## src/rtl/fifo_write_arbiter.sv

```systemverilog
// fifo_write_arbiter: round-robin arbiter that shares the single write port of
// one FIFO between NumReq producers. A granted producer keeps the port for a
// burst of up to MaxBurst beats, or until it stops requesting, and then
// priority rotates to the next index.
// Optional macro FIFO_WRITE_ARBITER_STATS_EN adds per-producer saturating
// 16-bit beat counters on grant_count_o.
`timescale 1ns/1ps

module fifo_write_arbiter #(
    parameter int NumReq    = 4,
    parameter int EntrySize = 8,
    parameter int MaxBurst  = 4
) (
    input  logic                          clk_i,
    input  logic                          rst_i,
    input  logic [NumReq-1:0]             req_i,
    input  logic [NumReq*EntrySize-1:0]   data_i,
    output logic [NumReq-1:0]             grant_o,
    output logic                          fifo_write_req_o,
    input  logic                          fifo_write_valid_i,
    output logic [EntrySize-1:0]          fifo_data_o
`ifdef FIFO_WRITE_ARBITER_STATS_EN
    ,
    output logic [NumReq*16-1:0]          grant_count_o
`endif
);

    localparam int IdxW = $clog2(NumReq);
    localparam int CntW = $clog2(MaxBurst + 1);

    typedef enum logic {
        ST_IDLE,
        ST_LOCKED
    } state_t;

    state_t              state_q, state_d;
    logic [IdxW-1:0]     owner_q, owner_d;
    logic [IdxW-1:0]     rr_ptr_q, rr_ptr_d;
    logic [CntW-1:0]     burst_cnt_q, burst_cnt_d;

    logic [IdxW-1:0]     scan_start;
    logic [IdxW-1:0]     cand;
    logic [IdxW-1:0]     win_idx;
    logic                found;
    logic [NumReq-1:0]   grant_vec;
    logic [EntrySize-1:0] data_sel;

    // Index increment with wrap from NumReq-1 back to 0.
    function automatic logic [IdxW-1:0] next_idx(input logic [IdxW-1:0] idx);
        if (idx == IdxW'(NumReq - 1)) begin
            return '0;
        end
        return idx + IdxW'(1);
    endfunction

    // Find the first requester starting at rr_ptr, or just past the owner when a lock is being released.
    always_comb begin
        scan_start = (state_q == ST_LOCKED) ? next_idx(owner_q) : rr_ptr_q;
        found      = 1'b0;
        win_idx    = '0;
        cand       = scan_start;
        for (int i = 0; i < NumReq; i++) begin
            if (!found && req_i[cand]) begin
                found   = 1'b1;
                win_idx = cand;
            end
            cand = next_idx(cand);
        end
    end

    // Grant selection and next-state: continue a live burst, otherwise arbitrate; a full FIFO freezes everything.
    always_comb begin
        state_d     = state_q;
        owner_d     = owner_q;
        rr_ptr_d    = rr_ptr_q;
        burst_cnt_d = burst_cnt_q;
        grant_vec   = '0;
        if (fifo_write_valid_i) begin
            if (state_q == ST_LOCKED && req_i[owner_q]) begin
                grant_vec[owner_q] = 1'b1;
                burst_cnt_d        = burst_cnt_q + CntW'(1);
                if (burst_cnt_q + CntW'(1) == CntW'(MaxBurst)) begin
                    state_d  = ST_IDLE;
                    rr_ptr_d = next_idx(owner_q);
                end
            end else if (found) begin
                grant_vec[win_idx] = 1'b1;
                owner_d            = win_idx;
                burst_cnt_d        = CntW'(1);
                if (MaxBurst > 1) begin
                    state_d = ST_LOCKED;
                end else begin
                    state_d  = ST_IDLE;
                    rr_ptr_d = next_idx(win_idx);
                end
            end else if (state_q == ST_LOCKED) begin
                state_d  = ST_IDLE;
                rr_ptr_d = next_idx(owner_q);
            end
        end
    end

    // Arbitration state register; reset drops any lock and restarts priority at producer 0.
    always_ff @(posedge clk_i or posedge rst_i) begin
        if (rst_i) begin
            state_q     <= ST_IDLE;
            owner_q     <= '0;
            rr_ptr_q    <= '0;
            burst_cnt_q <= '0;
        end else begin
            state_q     <= state_d;
            owner_q     <= owner_d;
            rr_ptr_q    <= rr_ptr_d;
            burst_cnt_q <= burst_cnt_d;
        end
    end

    // Reset masks the grant immediately so nothing reaches the FIFO while rst_i is high.
    assign grant_o          = rst_i ? '0 : grant_vec;
    assign fifo_write_req_o = |grant_o;

    // Forward the granted producer's slice; zero when nobody is granted.
    always_comb begin
        data_sel = '0;
        for (int k = 0; k < NumReq; k++) begin
            data_sel = data_sel | (data_i[k*EntrySize +: EntrySize] & {EntrySize{grant_o[k]}});
        end
    end

    assign fifo_data_o = data_sel;

`ifdef FIFO_WRITE_ARBITER_STATS_EN
    logic [NumReq-1:0][15:0] grant_count_q;

    // Per-producer beat counters, saturating at 0xFFFF.
    always_ff @(posedge clk_i or posedge rst_i) begin
        if (rst_i) begin
            grant_count_q <= '0;
        end else begin
            for (int k = 0; k < NumReq; k++) begin
                if (grant_o[k] && grant_count_q[k] != 16'hFFFF) begin
                    grant_count_q[k] <= grant_count_q[k] + 16'd1;
                end
            end
        end
    end

    assign grant_count_o = grant_count_q;
`endif

endmodule

```

## config.mk

```make
export PLATFORM = sky130hd
export DESIGN_NAME = fifo_write_arbiter
export DESIGN_NICKNAME = d
export VERILOG_FILES = /design/src/rtl/fifo_write_arbiter.sv
export SDC_FILE = /design/constraint.sdc
export NUM_CORES = 1
export LEC_CHECK = 0
export ABC_AREA = 1
export CORE_MARGIN = 10
export CORE_UTILIZATION = 46
export CTS_CLUSTER_SIZE = 20
export DETAILED_ROUTE_END_ITERATION = 8
export PLACE_DENSITY = 0.83
export SLEW_MARGIN = 15
export SYNTH_ARGS = -nofsm -noshare
export SYNTH_HDL_FRONTEND = slang
export SYNTH_SLANG_ARGS = --single-unit
```

## constraint.sdc

```tcl
create_clock -name clk_i -period 3.6 [get_ports clk_i]
set_input_delay 0.72 -clock clk_i [delete_from_list [all_inputs] [get_ports clk_i]]
set_output_delay 0.72 -clock clk_i [all_outputs]
set_load 0.02 [all_outputs]
```

After elaboration in Yosys (flattened, before gate mapping)
Cells that the tools add are included.

cells by class
  $add $sub $neg = 5
  magnitude comparators = 8
  equal/unequal tests = 7
  mux-type cells = 57
  bitwise operators = 8
  reductions and logical operators = 16

operator list
  kind                   count
  $mux W2                19
  $and A8 B8 Y8          4
  $mux W1                25
  $or A8 B8 Y8           3
  $lt A2 B3 Y1 const B   6
  $mux W4                4
  $bmux W1 S2            5
  $add A2 B1 Y2 const B  4
  $eq A2 B2 Y1 const B   4
  $logic_and A1 B1 Y1    6
  $mux W3                2
  $demux W1 S2           2
  $ge A2 B1 Y1 const B   2
  $ne A2 B1 Y1 const B   2
  $reduce_and A2 Y1      2
  $reduce_and A4 Y1      1
  $reduce_bool A2 Y1     2
  $reduce_or A4 Y1       1
  $add A3 B1 Y3 const B  1
  $eq A3 B3 Y1 const B   1
  $logic_not A1 Y1       3
  $reduce_and A3 Y1      1
  $not A1 Y1             1

word-level totals
  register bits after elaboration = 8
  bits of input ports = 39
  word-level logic and storage cells = 105

Longest topological paths before layout
  depth in word-level cells = 29
  mapped depth = 19
  depth with buffers taken out = 19

Least setup slack after synthesis
No wires, ideal clock.

  path kind = register to output
  from = reg owner_q[0]
  to = out fifo_data_o[2]
  arrival = 2.221 ns
  data required time = 2.880 ns
  path slack = 0.659 ns
  stages on the path, launching flop included = 20
  cells stage by stage = dfrtp_1 -> inv_2 -> ha_1 -> inv_1 -> nand2_1 -> nand2_1 -> nand3_4 -> nand2_4 -> nand2_1 -> nand2_4 -> nand3_4 -> nor2_2 -> nand2_1 -> nand2_2 -> nand3_2 -> nand2_4 -> nand3_1 -> nand2_1 -> inv_1 -> nand2_1

on the way
  longest elaborated chain between the ends = 29

RTL lines
  item                                                                    RTL line  text
  from (decl)                                                             37        logic [IdxW-1:0] owner_q, owner_d;
  from (signal assigned)                                                  112       owner_q <= owner_d;
  parallel branches: the longest is 22 deep, another holds $add A2 B1 Y2  n/a
  $mux W4 *                                                               79        if (state_q == ST_LOCKED && req_i[owner_q]) begin
  $mux W4 *                                                               78        if (fifo_write_valid_i) begin
  $mux W4 *                                                               119       assign grant_o = rst_i ? '0 : grant_vec;
  $and A8 B8 Y8                                                           126       data_sel = data_sel | (data_i[k*EntrySize +: EntrySize] & {EntrySize{grant_o[k]}});
  $or A8 B8 Y8 (2 in a row)                                               126
  $or A8 B8 Y8 *                                                          126
  to (decl)                                                               21        output logic [EntrySize-1:0] fifo_data_o

Mark *: on every way between the ends. The select of a mux whose other input is x is not followed.

Worst setup path after layout
  from = in req_i[3]
  to = out fifo_data_o[3]

on the way
  longest elaborated chain between the ends = 24

RTL lines
  item                           RTL line  text
  from (decl)                    16        input logic [NumReq-1:0] req_i,
  $bmux W1 S2                    63        if (!found && req_i[cand]) begin
  $mux W1 (implied by the code)  63
  $mux W1                        63
  $logic_not A1 Y1               63
  $logic_and A1 B1 Y1            63
  $mux W1                        63
  $logic_not A1 Y1               63
  $logic_and A1 B1 Y1            63
  [... 7 more ...]               n/a
  $demux W1 S2                   87        grant_vec[win_idx] = 1'b1;
  $mux W4                        86        end else if (found) begin
  $mux W4 *                      79
  $mux W4 *                      78
  $mux W4 *                      119
  $and A8 B8 Y8                  126
  $or A8 B8 Y8 (2 in a row)      126
  $or A8 B8 Y8 *                 126

Mark *: on every way between the ends. The rest lies on a longest branch, timed or not. The select of a mux whose other input is x is not followed.

==> flow_summary.toml <==
[synthesis]
synth-seq-cells = 8
synthCells = 248
synth_mux_area_frac = 0
synth_xor_area_frac = 0
yosysWarnings = 0
syn-cell-area_mm2 = 0.001485
yosysSeqAreaShare = 0.1348
synth_adder_area_share = 0.05055
synth.net_count = 293
yosysUniqueCellTypes = 25
synth-simple-area-share = 0.6268
syn_avg_cell_area_um2 = 5.989
synth_compound_area_frac = 0.06571
synth_top_family_by_area = "simple AND/OR/NAND/NOR gates"

[clock_tree]
cts-buffers-inserted = 3
tritoncts = "yes"
postCtsHoldBufs = 0
max-clock-path-buffers = 2
cts.sinks = 8
cts_root_buf = "clkbuf_4"
cts.clk_slew.worst_paths_ns = 0.05
cts_max_level = 1
clk_latency_ns = 0.26

[global_route]
grt_pass1_vias = 1742
grt_pass1_wl_mm = 8.307
gr-total-overflow = 0
grt_max_degree = 37
antenna_found_initial = 0
grt_use_total = 0.1650

[finish]
nNetsFinal = 376
diodes = 0
seqCellArea_um2 = 200.2
postLayoutCoreUtil = 0.7622
syn2layout_area_growth_pct = 57.96
n_fill_cell = 251
drive_gt1_frac = 0.3161
multi_input_area_mm2 = 0.001241

[drt]
post-route-drc-count = 0
wl_mm = 5.604
routed_via_density = 5.180
ant_nets = 0
routedWlPerCell_um = 15.02
first_iter_violations = 198
firstDrtPassIters = 5
vias = 1932

[sta]
skew_ns = 0.003089
tightest_slew_ns = 0.2993
slew_viol_final = 0
fin_ws_ns = 0.1326
fin_crit_ns = 3.467
finalSetupViolCount = 0
maxSlewHeadroom = 0.8002
fmax_mhz = 288.4
holdWs_ns = 0.5263
final.period_utilization = 0.9632
hold_viol_final = 0

[outcome]
status = "complete, no violations"

[pwr]
irDropWorstVdd_uv = 817.6
pwr_density_cell_mw_per_mm2 = 1161
total_leakage_power_nw = 1.215
power_mw = 2.724

[worst_setup_path]
rr_endpoint = "owner_q[1]"
cp.arrival_ns = 2.75
crit_path_end_kind = "output port"
worst-setup-path-type = "in -> out"
cp-start-kind = "primary input"
worst-r2r-setup-slack_ns = 1.21
cp.required_ns = 2.88
r2r_cells = 14
r2r_start = "owner_q[0]"
worstPathMaxFanout = 5

[floorplan]
die_area_mm2 = 0.005901
pin_count = 52
die_width_um = 76.82
row_count = 20
core_mm2 = 0.003078
die-height_um = 76.82
start_util = 0.4825

[placed_design]
portBuffers = 51
gp_congestion = 0.9015
hpwl_mm = 4.005
dp_worst_setup_slack_ns = -0.2132

[run]
maxCapViolations = 0

[worst_hold_path]
hold_path_class = "reg -> reg"
holdPathStages = 2
min-delay-start = "rr_ptr_q[1]"
hold_path_end = "rr_ptr_q[1]"
-- cells by family (layout without fill, tap and decap cells) --
family                   Yosys count  count (layout)
AO/OA/AOI/OAI                     18              18
buffers and inverters             42             119
adder cells (fa/ha/maj)            6               6
flip-flops                         8               8
AND/OR/NAND/NOR                  174             178
-- sequential cells by signal, summed over array words and instances, names as in the netlist --
register	cells
state_q	1
owner_q	2
burst_cnt_q	3
rr_ptr_q	2
-- synthesized netlist by cell type --
cell,instances,share of area
a21oi_1,4,0.013
a31oi_1,1,0.0042
inv_2,3,0.0076
a22oi_1,1,0.0051
dfrtp_1,8,0.13
nand3_1,39,0.13
inv_1,32,0.081
o21ai_1,3,0.010
nand2_2,7,0.029
o21ai_0,8,0.027
nand4_1,10,0.042
nor3_1,1,0.0034
buf_6,3,0.023
nand3_4,2,0.024
clkbuf_1,3,0.0076
nand2_1,75,0.19
ha_1,6,0.051
nand3_2,13,0.088
nor2_1,13,0.033
nand3b_1,1,0.0051
nor2_2,4,0.017
nand2_4,8,0.061
a21oi_2,1,0.0059
or2_0,1,0.0042
buf_2,1,0.0034
-- power breakdown --
group          leakage, nW  switching (mW)  internal, mW
logic                 1.10            1.53         0.946
registers           0.0972          0.0460         0.129
clock network       0.0138          0.0309        0.0382
total                 1.22            1.61          1.11
-- worst max-delay path: stages --
cell and delay (ns):
clkdlybuf4s50_1 0.48, inv_1 0.12, nand3_1 0.08, nand2_1 0.10, nand2_2 0.07, nand2_4 0.10
nand3_1 0.11, nor2_1 0.14, nor2_1 0.08, nand2_2 0.13, nand3_4 0.11, nand2_4 0.12
nand3_1 0.07, nand2_1 0.07, inv_1 0.04, nand2_1 0.05, buf_2 0.16
-- worst max path at each step --
stage,from,to,slack (ns),cells after the start
floorplan,owner_q[0],fifo_data_o[2],0.66,19
global placement,req_i[0],fifo_data_o[7],-0.20,14
detailed placement,req_i[0],fifo_data_o[3],-0.21,14
CTS,owner_q[0],fifo_data_o[4],0.002,19
global route,owner_q[0],fifo_data_o[5],-0.04,20
finish,req_i[3],fifo_data_o[3],0.13,17
-- final cells by class --
class | instances | share of cell area
Inverter | 35 | 0.05600
Sequential cell | 8 | 0.08533
Tap cell | 44 | 0.02347
Clock buffer | 3 | 0.009600
Multi-Input combinational cell | 202 | 0.5291
Timing Repair Buffer | 81 | 0.2965
-- placed cells by master (no fill, tap or decap), types with 2 or more instances in the layout --
| cell | Yosys | routed |
|---|---|---|
| nand3_2 | 13 | 13 |
| ha_1 | 6 | 4 |
| buf_2 | 1 | 5 |
| nand3_4 | 2 | 5 |
| clkbuf_2 | 0 | 4 |
| o21ai_0 | 8 | 8 |
| nand2_1 | 75 | 70 |
| clkbuf_4 | 0 | 3 |
| buf_4 | 0 | 33 |
| nor2_4 | 0 | 2 |
| nand4_1 | 10 | 10 |
| nand3_1 | 39 | 36 |
| nor2_1 | 13 | 11 |
| nand2_4 | 8 | 12 |
| dfrtp_1 | 8 | 8 |
| o21ai_2 | 0 | 2 |
| inv_1 | 32 | 31 |
| inv_2 | 3 | 4 |
| a21oi_1 | 4 | 4 |
| nand2_2 | 7 | 12 |
| nor2_2 | 4 | 4 |
| clkdlybuf4s50_1 | 0 | 37 |
-- per-layer routing --
metal,vias to the layer above,global-route usage,part of all wire
met2,81,0.2816,0.48
met5,-,0,0
met3,11,0.02797,0.064
met1,865,0.2062,0.44
li1,975,-,-
met4,0,0.04461,0.019
-- repair_timing --
action                                 CTS  global route
setup endpoints to repair               13            13
pin swaps                                1            10
setup buffers                            0             1
endpoints found under the hold margin    0             0
gates cloned                             1             3
resized for setup                       34            43
-- stage by stage --
stage / setup TNS (ns) / instances / instance area [µm²]
finish: 0 / 373 / 2346
floorplan: 0 / 248 / 1485
global route: -0.2285 / 373 / 2346
detailed placement: -2.158 / 365 / 2233
global placement: -1.955 / 365 / 2233
CTS: 0 / 369 / 2283
No activity file was read; power rests on OpenSTA's default activity.
